## src/rtl/multicycle_sequencer_if.sv

```systemverilog
// Shared instruction/data memory port between the sequencer and the memory.
//   mem_req   : sequencer -> memory, request pending (held until mem_ready)
//   mem_we    : sequencer -> memory, 1 = write, 0 = read
//   iord      : sequencer -> memory, address select (0 = PC, 1 = ALU result)
//   mem_ready : memory -> sequencer, transfer completes on this cycle's edge
interface multicycle_sequencer_if;
    logic mem_req;
    logic mem_we;
    logic iord;
    logic mem_ready;

    modport master (output mem_req, output mem_we, output iord, input mem_ready);
    modport slave  (input mem_req, input mem_we, input iord, output mem_ready);
endinterface

```

## src/rtl/multicycle_sequencer.sv

```systemverilog
// Multi-cycle Moore control sequencer for the CORG processor.
// Steps each instruction through FETCH/DECODE/EXECUTE/MEM/WB, drives datapath
// mux selects and strobes, counts retired instructions and traps on
// undefined opcodes.
// Ports:
//   clk, rst        : clock, synchronous active-high reset
//   mem             : memory handshake (master side)
//   opcode          : IR opcode, sampled in DECODE only
//   alu_zero        : ALU zero flag, used in EXECUTE of beq/bne
//   ir_write .. reg_write : datapath control
//   retire          : one-cycle pulse per completed instruction
//   instr_count     : retired-instruction count (wraps)
//   trap            : sticky undefined-opcode flag
//   state           : current state, for debug
module multicycle_sequencer #(
    parameter int CNT_W = 16
) (
    input  logic                 clk,
    input  logic                 rst,
    multicycle_sequencer_if.master mem,
    input  logic [4:0]           opcode,
    input  logic                 alu_zero,
    output logic                 ir_write,
    output logic                 pc_write,
    output logic [1:0]           pc_src,
    output logic                 alu_src,
    output logic [2:0]           alu_op,
    output logic [1:0]           reg_dst,
    output logic [1:0]           mem_to_reg,
    output logic                 reg_write,
    output logic                 retire,
    output logic [CNT_W-1:0]     instr_count,
    output logic                 trap,
    output logic [2:0]           state
);

    typedef enum logic [2:0] {
        S_FETCH   = 3'd0,
        S_DECODE  = 3'd1,
        S_EXECUTE = 3'd2,
        S_MEM     = 3'd3,
        S_WB      = 3'd4,
        S_TRAP    = 3'd7
    } state_t;

    typedef enum logic [3:0] {
        C_R, C_I, C_LW, C_SW, C_BEQ, C_BNE, C_J, C_JAL, C_JR, C_BAD
    } iclass_t;

    function automatic iclass_t classify(input logic [4:0] op);
        case (op)
            5'b00000, 5'b00100, 5'b01000, 5'b01100,
            5'b10000, 5'b11000, 5'b11100: classify = C_R;
            5'b00010, 5'b00110, 5'b01010, 5'b01110: classify = C_I;
            5'b11010: classify = C_LW;
            5'b11110: classify = C_SW;
            5'b10010: classify = C_BEQ;
            5'b10110: classify = C_BNE;
            5'b00001: classify = C_J;
            5'b00101: classify = C_JAL;
            5'b10101: classify = C_JR;
            default:  classify = C_BAD;
        endcase
    endfunction

    function automatic logic [2:0] alu_fn(input logic [4:0] op);
        case (op)
            5'b00100, 5'b00110: alu_fn = 3'b001;
            5'b01000, 5'b01010: alu_fn = 3'b010;
            5'b01100, 5'b01110: alu_fn = 3'b011;
            5'b10000:           alu_fn = 3'b100;
            5'b11000:           alu_fn = 3'b110;
            5'b11100:           alu_fn = 3'b111;
            5'b10010, 5'b10110: alu_fn = 3'b010;
            default:            alu_fn = 3'b000;
        endcase
    endfunction

    state_t           state_q, state_d;
    logic [4:0]       opc_q;
    logic [CNT_W-1:0] cnt_q;
    logic             trap_q;
    iclass_t          cls_q;

    logic       req_c, we_c, iord_c, irw_c, pcw_c, alusrc_c, rw_c, ret_c;
    logic [1:0] pcsrc_c, rdst_c, m2r_c;
    logic [2:0] aluop_c;

    assign cls_q = classify(opc_q);

    always_comb begin
        state_d  = state_q;
        req_c    = 1'b0;
        we_c     = 1'b0;
        iord_c   = 1'b0;
        irw_c    = 1'b0;
        pcw_c    = 1'b0;
        pcsrc_c  = 2'b00;
        alusrc_c = 1'b0;
        aluop_c  = 3'b000;
        rdst_c   = 2'b00;
        m2r_c    = 2'b00;
        rw_c     = 1'b0;
        ret_c    = 1'b0;
        case (state_q)
            S_FETCH: begin
                req_c = 1'b1;
                if (mem.mem_ready) begin
                    irw_c   = 1'b1;
                    pcw_c   = 1'b1;
                    state_d = S_DECODE;
                end
            end
            S_DECODE: begin
                state_d = (classify(opcode) == C_BAD) ? S_TRAP : S_EXECUTE;
            end
            S_EXECUTE: begin
                alusrc_c = (cls_q == C_I) || (cls_q == C_LW) || (cls_q == C_SW);
                aluop_c  = alu_fn(opc_q);
                case (cls_q)
                    C_R, C_I:   state_d = S_WB;
                    C_LW, C_SW: state_d = S_MEM;
                    C_BEQ, C_BNE: begin
                        pcsrc_c = 2'b01;
                        pcw_c   = (cls_q == C_BEQ) ? alu_zero : ~alu_zero;
                        ret_c   = 1'b1;
                        state_d = S_FETCH;
                    end
                    C_J, C_JAL: begin
                        pcsrc_c = 2'b10;
                        pcw_c   = 1'b1;
                        ret_c   = 1'b1;
                        state_d = S_FETCH;
                        if (cls_q == C_JAL) begin
                            rw_c   = 1'b1;
                            rdst_c = 2'b10;
                            m2r_c  = 2'b10;
                        end
                    end
                    C_JR: begin
                        pcsrc_c = 2'b11;
                        pcw_c   = 1'b1;
                        ret_c   = 1'b1;
                        state_d = S_FETCH;
                    end
                    default: state_d = S_TRAP;
                endcase
            end
            S_MEM: begin
                req_c    = 1'b1;
                iord_c   = 1'b1;
                we_c     = (cls_q == C_SW);
                alusrc_c = 1'b1;
                if (mem.mem_ready) begin
                    if (cls_q == C_SW) begin
                        ret_c   = 1'b1;
                        state_d = S_FETCH;
                    end else begin
                        state_d = S_WB;
                    end
                end
            end
            S_WB: begin
                rw_c     = 1'b1;
                alusrc_c = (cls_q == C_I) || (cls_q == C_LW);
                aluop_c  = alu_fn(opc_q);
                rdst_c   = (cls_q == C_R) ? 2'b01 : 2'b00;
                m2r_c    = (cls_q == C_LW) ? 2'b01 : 2'b00;
                ret_c    = 1'b1;
                state_d  = S_FETCH;
            end
            S_TRAP:  state_d = S_TRAP;
            default: state_d = S_FETCH;
        endcase
    end

    always_ff @(posedge clk) begin
        if (rst) begin
            state_q <= S_FETCH;
            opc_q   <= '0;
            cnt_q   <= '0;
            trap_q  <= 1'b0;
        end else begin
            state_q <= state_d;
            if (state_q == S_DECODE) opc_q <= opcode;
            if (ret_c) cnt_q <= cnt_q + CNT_W'(1);
            if (state_d == S_TRAP) trap_q <= 1'b1;
        end
    end

    // Every output is gated by rst so a pending request drops in the reset
    // cycle itself rather than one cycle later.
    assign mem.mem_req = req_c & ~rst;
    assign mem.mem_we  = we_c & ~rst;
    assign mem.iord    = iord_c & ~rst;
    assign ir_write    = irw_c & ~rst;
    assign pc_write    = pcw_c & ~rst;
    assign pc_src      = rst ? '0 : pcsrc_c;
    assign alu_src     = alusrc_c & ~rst;
    assign alu_op      = rst ? '0 : aluop_c;
    assign reg_dst     = rst ? '0 : rdst_c;
    assign mem_to_reg  = rst ? '0 : m2r_c;
    assign reg_write   = rw_c & ~rst;
    assign retire      = ret_c & ~rst;
    assign instr_count = rst ? '0 : cnt_q;
    assign trap        = trap_q & ~rst;
    assign state       = rst ? 3'd0 : state_q;

endmodule

```

## src/flat_wrapper.sv

```systemverilog
// flat-port wrapper written by rule: the top's interface ports become plain ports
module multicycle_sequencer_flat 
#(
    parameter int CNT_W = 16
)
  (clk, rst, opcode, alu_zero, ir_write, pc_write, pc_src, alu_src, alu_op, reg_dst, mem_to_reg, reg_write, retire, instr_count, trap, state, mem_mem_req, mem_mem_we, mem_iord, mem_mem_ready);
  multicycle_sequencer_if mem_i ();
  input  logic clk;
  input  logic rst;
  input  logic [4:0] opcode;
  input  logic alu_zero;
  output logic ir_write;
  output logic pc_write;
  output logic [1:0] pc_src;
  output logic alu_src;
  output logic [2:0] alu_op;
  output logic [1:0] reg_dst;
  output logic [1:0] mem_to_reg;
  output logic reg_write;
  output logic retire;
  output logic [CNT_W-1:0] instr_count;
  output logic trap;
  output logic [2:0] state;
  output wire logic [$bits(mem_i.mem_req)-1:0] mem_mem_req;
  output wire logic [$bits(mem_i.mem_we)-1:0] mem_mem_we;
  output wire logic [$bits(mem_i.iord)-1:0] mem_iord;
  input wire logic [$bits(mem_i.mem_ready)-1:0] mem_mem_ready;
  assign mem_mem_req = mem_i.mem_req;
  assign mem_mem_we = mem_i.mem_we;
  assign mem_iord = mem_i.iord;
  assign mem_i.mem_ready = mem_mem_ready;
  multicycle_sequencer #(.CNT_W(CNT_W)) u_core (.clk(clk), .rst(rst), .mem(mem_i), .opcode(opcode), .alu_zero(alu_zero), .ir_write(ir_write), .pc_write(pc_write), .pc_src(pc_src), .alu_src(alu_src), .alu_op(alu_op), .reg_dst(reg_dst), .mem_to_reg(mem_to_reg), .reg_write(reg_write), .retire(retire), .instr_count(instr_count), .trap(trap), .state(state));
endmodule
```

## config.mk

```make
export PLATFORM = sky130hd
export DESIGN_NAME = multicycle_sequencer_flat
export DESIGN_NICKNAME = d
export VERILOG_FILES = /design/src/rtl/multicycle_sequencer_if.sv /design/src/rtl/multicycle_sequencer.sv /design/src/flat_wrapper.sv
export SDC_FILE = /design/constraint.sdc
export NUM_CORES = 1
export LEC_CHECK = 0
export CORE_ASPECT_RATIO = 1.5
export CORE_MARGIN = 5
export CORE_UTILIZATION = 40
export CTS_CLUSTER_SIZE = 40
export DETAILED_ROUTE_END_ITERATION = 12
export PLACE_DENSITY = 0.69
export SYNTH_ARGS = -nofsm -noshare
export SYNTH_HDL_FRONTEND = slang
export SYNTH_SLANG_ARGS = --single-unit
```

## constraint.sdc

```tcl
create_clock -name clk -period 2.2 [get_ports clk]
set_input_delay 0.22 -clock clk [delete_from_list [all_inputs] [get_ports clk]]
set_output_delay 0.22 -clock clk [all_outputs]
set_load 0.1 [all_outputs]
```

[Word-level counts from Yosys, hierarchy flattened]
Memory sizes are Yosys's and may differ from the RTL's. A register that Yosys moved wholly into a read port is not among the register bits.
Index checks and enable logic that the tools add are counted.
Word-level totals
  flip-flop bits (word level): 25
  ROM bits: 448
  input bits: 9
  output and inout port bits: 37
  memories kept: 4
Cells by class
  add/subtract/negate cells: 1
  equality and inequality tests: 15
  muxes and demuxes: 44
  bitwise logic cells: 11
  reduce and logical (&&, ||, !) cells: 11
Memory list
  (name not given): words 32, bits a word 4, rd ports 1, clocked after Yosys merged registers in 0, write ports 0, RTL line multicycle_sequencer.sv:51  | case (op)
  (name not given): words 32, bits a word 4, rd ports 1, clocked after Yosys merged registers in 1, write ports 0, RTL line multicycle_sequencer.sv:51
  (name not given): words 32, bits a word 3, rd ports 1, clocked after Yosys merged registers in 1, write ports 0, RTL line multicycle_sequencer.sv:67  | case (op)
  (name not given): words 32, bits a word 3, rd ports 1, clocked after Yosys merged registers in 1, write ports 0, RTL line multicycle_sequencer.sv:67
Operator list (count)
  5-bit 2-to-1 mux: 6
  3-bit 2-to-1 mux: 6
  16-bit by 1-bit adder with 16-bit output (second input constant): 1
  4-bit by 3-bit equality test with 1-bit output (second input constant): 4
  16-bit 2-to-1 mux: 1
  3-bit one-hot mux with 5 select lines: 1
  1-bit 2-to-1 mux: 13
  2-bit 2-to-1 mux: 6
  2-bit OR reduction: 5
  1-bit bitwise AND: 9
  3-bit equality test (second input constant): 3
  3-bit one-hot mux with 3 select lines: 1
  4-bit by 2-bit equality test with 1-bit output (second input constant): 2
  4-bit equality test (second input constant): 2
  2-bit one-hot mux with 2 select lines: 2
  3-bit by 2-bit equality test with 1-bit output (second input constant): 2
  1-bit one-hot mux with 2 select lines: 3
  1-bit one-hot mux with 3 select lines: 2
  2-bit one-hot mux with 3 select lines: 1
  3-bit one-hot mux with 2 select lines: 1
  5-bit OR reduction: 1
  4-bit by 1-bit equality test with 1-bit output (second input constant): 1
  4-bit zero test: 1
  4-bit 2-to-1 mux: 1
  5 further kinds: 7

[Depth between registers and ports, before layout]
  depth in word-level cells: 6
  gate-level depth with buffers: 7
  mapped depth without buffers: 6

[Worst setup path before layout]
No wires, ideal clock.
  path type: reg2out
  start: register u_core.state_q[2]
  end: output alu_op[0]
  arrival: 3847 ps
  data required time: 1980 ps
  slack: -1867 ps
  stages on the path, launching flop included: 6
  path buffers: 1
  path through: dfxtp_1 > clkbuf_1 > inv_1 > nor2_1 > a21oi_1 > nor2b_1
Between the ends
  word-level cells in the longest chain between the ends: 3
  elaborated cells between the ends (all ways): 4
Ends and longest elaborated chain
  start, declared: RTL line multicycle_sequencer.sv:79  | state_t state_q, state_d;
  start signal, assigned: RTL line multicycle_sequencer.sv:184  | state_q <= state_d;
  3-bit equality test / 3-bit by 2-bit equality test with 1-bit output (equally long branches): RTL line multicycle_sequencer.sv:105  | case (state_q)
  3-bit one-hot mux with 2 select lines *: RTL line multicycle_sequencer.sv:105
  3-bit 2-to-1 mux *: RTL line multicycle_sequencer.sv:200  | assign alu_op = rst ? '0 : aluop_c;
  end, declared: RTL line flat_wrapper.sv:16  | output logic [2:0] alu_op;
Mark *: on every way between the ends. The rest lies on a longest branch, timed or not.

[Worst setup path in the final report]
  start: register, netlist name u_core.cls_q[2]
  end: output retire
Between the ends
  word-level cells in the longest chain between the ends: 5
  elaborated cells between the ends (all ways): 12
Ends and longest elaborated chain
  4-bit by 3-bit equality test with 1-bit output, or another cell as far along: RTL line multicycle_sequencer.sv:120  | case (cls_q)
  5-bit OR reduction (no line) / 1-bit 2-to-1 mux (equally long branches)
  1-bit 2-to-1 mux (on tied branches): RTL line multicycle_sequencer.sv:120, multicycle_sequencer.sv:154
  1-bit one-hot mux with 3 select lines *: RTL line multicycle_sequencer.sv:105
  1-bit bitwise AND *: RTL line multicycle_sequencer.sv:204  | assign retire = ret_c & ~rst;
  end, declared: RTL line flat_wrapper.sv:20  | output logic retire;
Marks and branches as above.

==> metrics list <==
- Post-detail-place hpwl: 3970 um
- Cell repeated most along the worst path: nor2_4
* Multiplexer area fraction after synthesis: 4.25%
* Detailed Route Iter0 Violations: 92
* Buffers added on ports: 45
- The final-report max-slew violation count was 0.
- Number of cells traversed by the worst register-to-register path: 5
- Yosys mapped a number of flops with a built-in enable equal to 0.
- Minimum clock period after layout: 2.14 ns
* Area of placed instances: 0.00287 mm^2
- Clock slew seen by the registers of the worst setup and hold paths: 0.07 ns
- Die Area: 0.00638 mm^2
- Number of global-route vias before repair: 1925
* CP Data Arrival Time: 1.92 ns
- Largest net degree at the start of global routing: 22
- CTS buffer count: 5
- Antenna diode count: 0
* Routability congestion estimate: 0.824
- After detailed routing, the average wire length per cell comes to 13.6 um.
* Post-synthesis instance area: 0.00194 mm^2
* Global-route congestion overflow total: 0
* Actual transition at the worst max-transition pin: 0.457 ns
* Top area cells in the synthesized netlist: dfxtp_1 33%, nor2b_1 9.3%, nor2_1 5.0%
- Final core area utilization: 63.3%
- DRC viols: 0
* Placeable Area: 0.00477 mm^2
- Across all layers, the routed design uses 1946 vias.
- In the final layout, the multi-input gates occupy 0.00135 mm^2.
- Synthesis-to-finish area growth: 55.4%
- Min-Delay Path Class: input pin to flop
* Largest family of logic cells by synthesized area: simple AND/OR/NAND/NOR gates
- Synth Area in XOR/XNOR: 5.41%
* Initial antenna violation count: 0
- dfxtp_1 takes more of the synthesized area than any other cell.
* Status: completed
- The library cell used most frequently in the layout, excluding fill and tap cells, is buf_4.
- Proportion of synthesized chip area in sequential cells: 32.9%
- The floorplan has 31 rows.
- Cell with the largest stage delay on the worst path: or4b_4
* Number of nets with antenna violations after routing: 0
* Post-Route Skew: 0.00445 ns
- Share of layout cells above drive strength 1: 32.6%
* Commonest cells after routing, fill and taps aside: 39 x buf_4, 30 x dfxtp_1, 25 x nor2b_1
- Setup slack on the worst reg-to-reg path comes out at 0.15 ns.
- Setup violations remaining at the end of the flow were counted as 0.
* Die boundary height: 95.4 um
- The Yosys step of the flow raised 0 warnings.
- Before CTS, the worst setup slack after placement is 0.220 ns.
- Counting flops and latches in the post-synthesis netlist gives 32.
- Timing would allow up to 0.467 GHz.
- In the routed layout, each cell is associated on average with a via count of 5.26.
* Type of element launching the critical path: flop
- For this block, the routed nets add up to 5040 um of wire.
- In this run the critical register-to-register path is launched from u_core.cls_q[2].
- Power Dens Cells: 546 mW/mm^2
* Most instantiated flip-flop cell in the synthesis netlist: dfxtp_1
- Synthesis produced a netlist whose cell count is 240.
- For the worst-skew pair, the clock arrives at the later sink with an insertion delay of 0.28 ns.
* Simple-gate portion of the synthesized area: 33.0%
- Terminus of the critical flop-to-flop path: u_core.cnt_q[15]
* Share of the synthesized area in compound gates (AO/OA/AOI/OAI): 19.3%
* Max Buffers Root-to-Sink: 2
- Slowest Stage Delay on Critical Path: 0.55 ns
* Max-slew headroom: 69.5%
* Effective utilization at floorplan: 40.8%
- Cell depth of the worst min-delay path: 2
- Crit Path Category: flop to output pin
- Pre-antenna DRT Iters: 4
* Final-report hold violation count: 0
- Summing all flip-flop and latch instances after layout gives 646 um^2.
- For this design the top-level I/O count stands at 46.
* Smallest setup slack after layout: 0.0578 ns
- TritonCTS clock tree: built
* Static power due to leakage: 1.15 nW
- Walking the worst path, the cells encountered are or4b_4 > a311oi_4 > nor2_4 > nor2_4 > buf_12.
* Required time of the critical path: 1.98 ns
* Number of clock sinks: 32
- Nets@finish: 313
- In the global route stage, overall resource usage came out at 17.4%.
- Root buffer selected by CTS: clkbuf_8
- Final Total Pwr: 0.00165 W
- Number of nets produced by synthesis: 250
- STA classifies the critical path endpoint as an output pin.
* Syn_area_per_cell: 8.10 um^2
- Die Width: 66.9 um
- Summing the areas of all fa, ha and maj instances in the mapped netlist gives 0.644% of the synthesized area.
- Fin crit share: 97.4%
- The worst-case IR drop observed on VDD is 390 uV.
- The first global-routing pass estimated 8680 um of wire.
* Count of fill cells added during filler insertion: 423
- The number of hold buffers added after CTS was 0.
- In this run, distinct cell masters in the synthesized netlist total 47.
- The share of synthesized area in the top cell type comes to 32.9%.
- Critical hold path startpoint: rst
- Counting flops with an async set or reset pin after synthesis yields a share of 0%.
- Across the run, the number of max-cap violations was 0.
* Number of H-tree levels: 2
- Along the worst path, the maximum fanout reaches 10.
* Design Area, Final: 0.00302 mm^2
[layout make-up]
cell class,instances,area share [%]
Multi-Input combinational cell,188,44.7
Timing Repair Buffer,69,26.7
Sequential cell,32,21.4
Tap cell,66,2.73
Clock buffer,6,2.40
Clock inverter,2,1.16
Inverter,7,0.870
[cells in the mapped netlist, drive strengths merged (5+ instances only)]
cell type  instances
dfxtp             32
o2111ai            5
xor2               9
a21oi             16
inv                7
mux2i              6
clkbuf            11
nor2              27
nand2b             8
nor2b             29
nor3              10
o211ai             5
o21ai              6
nand2             10
nand3              7
[cell families after synthesis]
kind of cell,after synthesis
AOI/OAI and AO/OA,53
DFF,32
and+or+nand+nor,114
buffers and inverters,20
xor gates and xnor gates,12
adders and majority gates,1
muxes,8
[flip-flops by register name (all words and copies together), names as in the netlist, named ones only]
signal          count
u_core.cnt_q       16
u_core.opc_q        5
u_core.cls_q        4
u_core.state_q      3
u_core.trap_q       1
[metrics by stage]
step	hold slack, ns	TNS, ns	std cells
floorplan	0.389	-4.38	240
global placement	0.457	0	358
detailed placement	0.465	0	358
CTS	0.334	0	366
global route	0.401	-0.0114	370
finish	0.344	0	370
[how the worst max path moves through the flow]
| stage | endpoint | depth (start not counted) | startpoint |
|---|---|---|---|
| floorplan | alu_src | 5 | u_core.state_q[0] |
| detailed placement | u_core.cnt_q[15] | 5 | u_core.cls_q[1] |
| finish | retire | 5 | u_core.cls_q[2] |
| global placement | u_core.cnt_q[15] | 5 | u_core.cls_q[1] |
| CTS | retire | 5 | u_core.cls_q[2] |
| global route | retire | 5 | u_core.cls_q[2] |
[where the power goes]
group	switching [W]	internal (W)	total, W
logic	0.000279	0.000178	0.000457
registers	0.0000286	0.000606	0.000635
clock network	0.000222	0.000336	0.000558
[per-layer routing]
metal,GRT usage (%),vias up,share of wire (%),wire length (um)
met1,19.5,914,40,2020
li1,-,979,-,-
met3,3.18,9,4.2,212
met2,31.9,44,54,2740
met4,6.43,0,1.4,71
met5,0,-,0,0
[worst max-delay path, delay by kind of cell (launching register included)]
| kind | cells | cell delay, ns |
|---|---|---|
| compound gates | 1 | 0.33 |
| buf+inv | 1 | 0.18 |
| flops | 1 | 0.31 |
| simple gates | 3 | 0.80 |
[repair_timing]
item | 4_1_cts | 5_1_grt
endpoints found under the setup margin | 5 | 2
pin swaps | 2 | 2
setup buffers | 1 | 4
resized for setup | 4 | 2
cloned | 0 | 0
hold endpoints to repair | 0 | 0
Power figures use the tool's default switching activity.
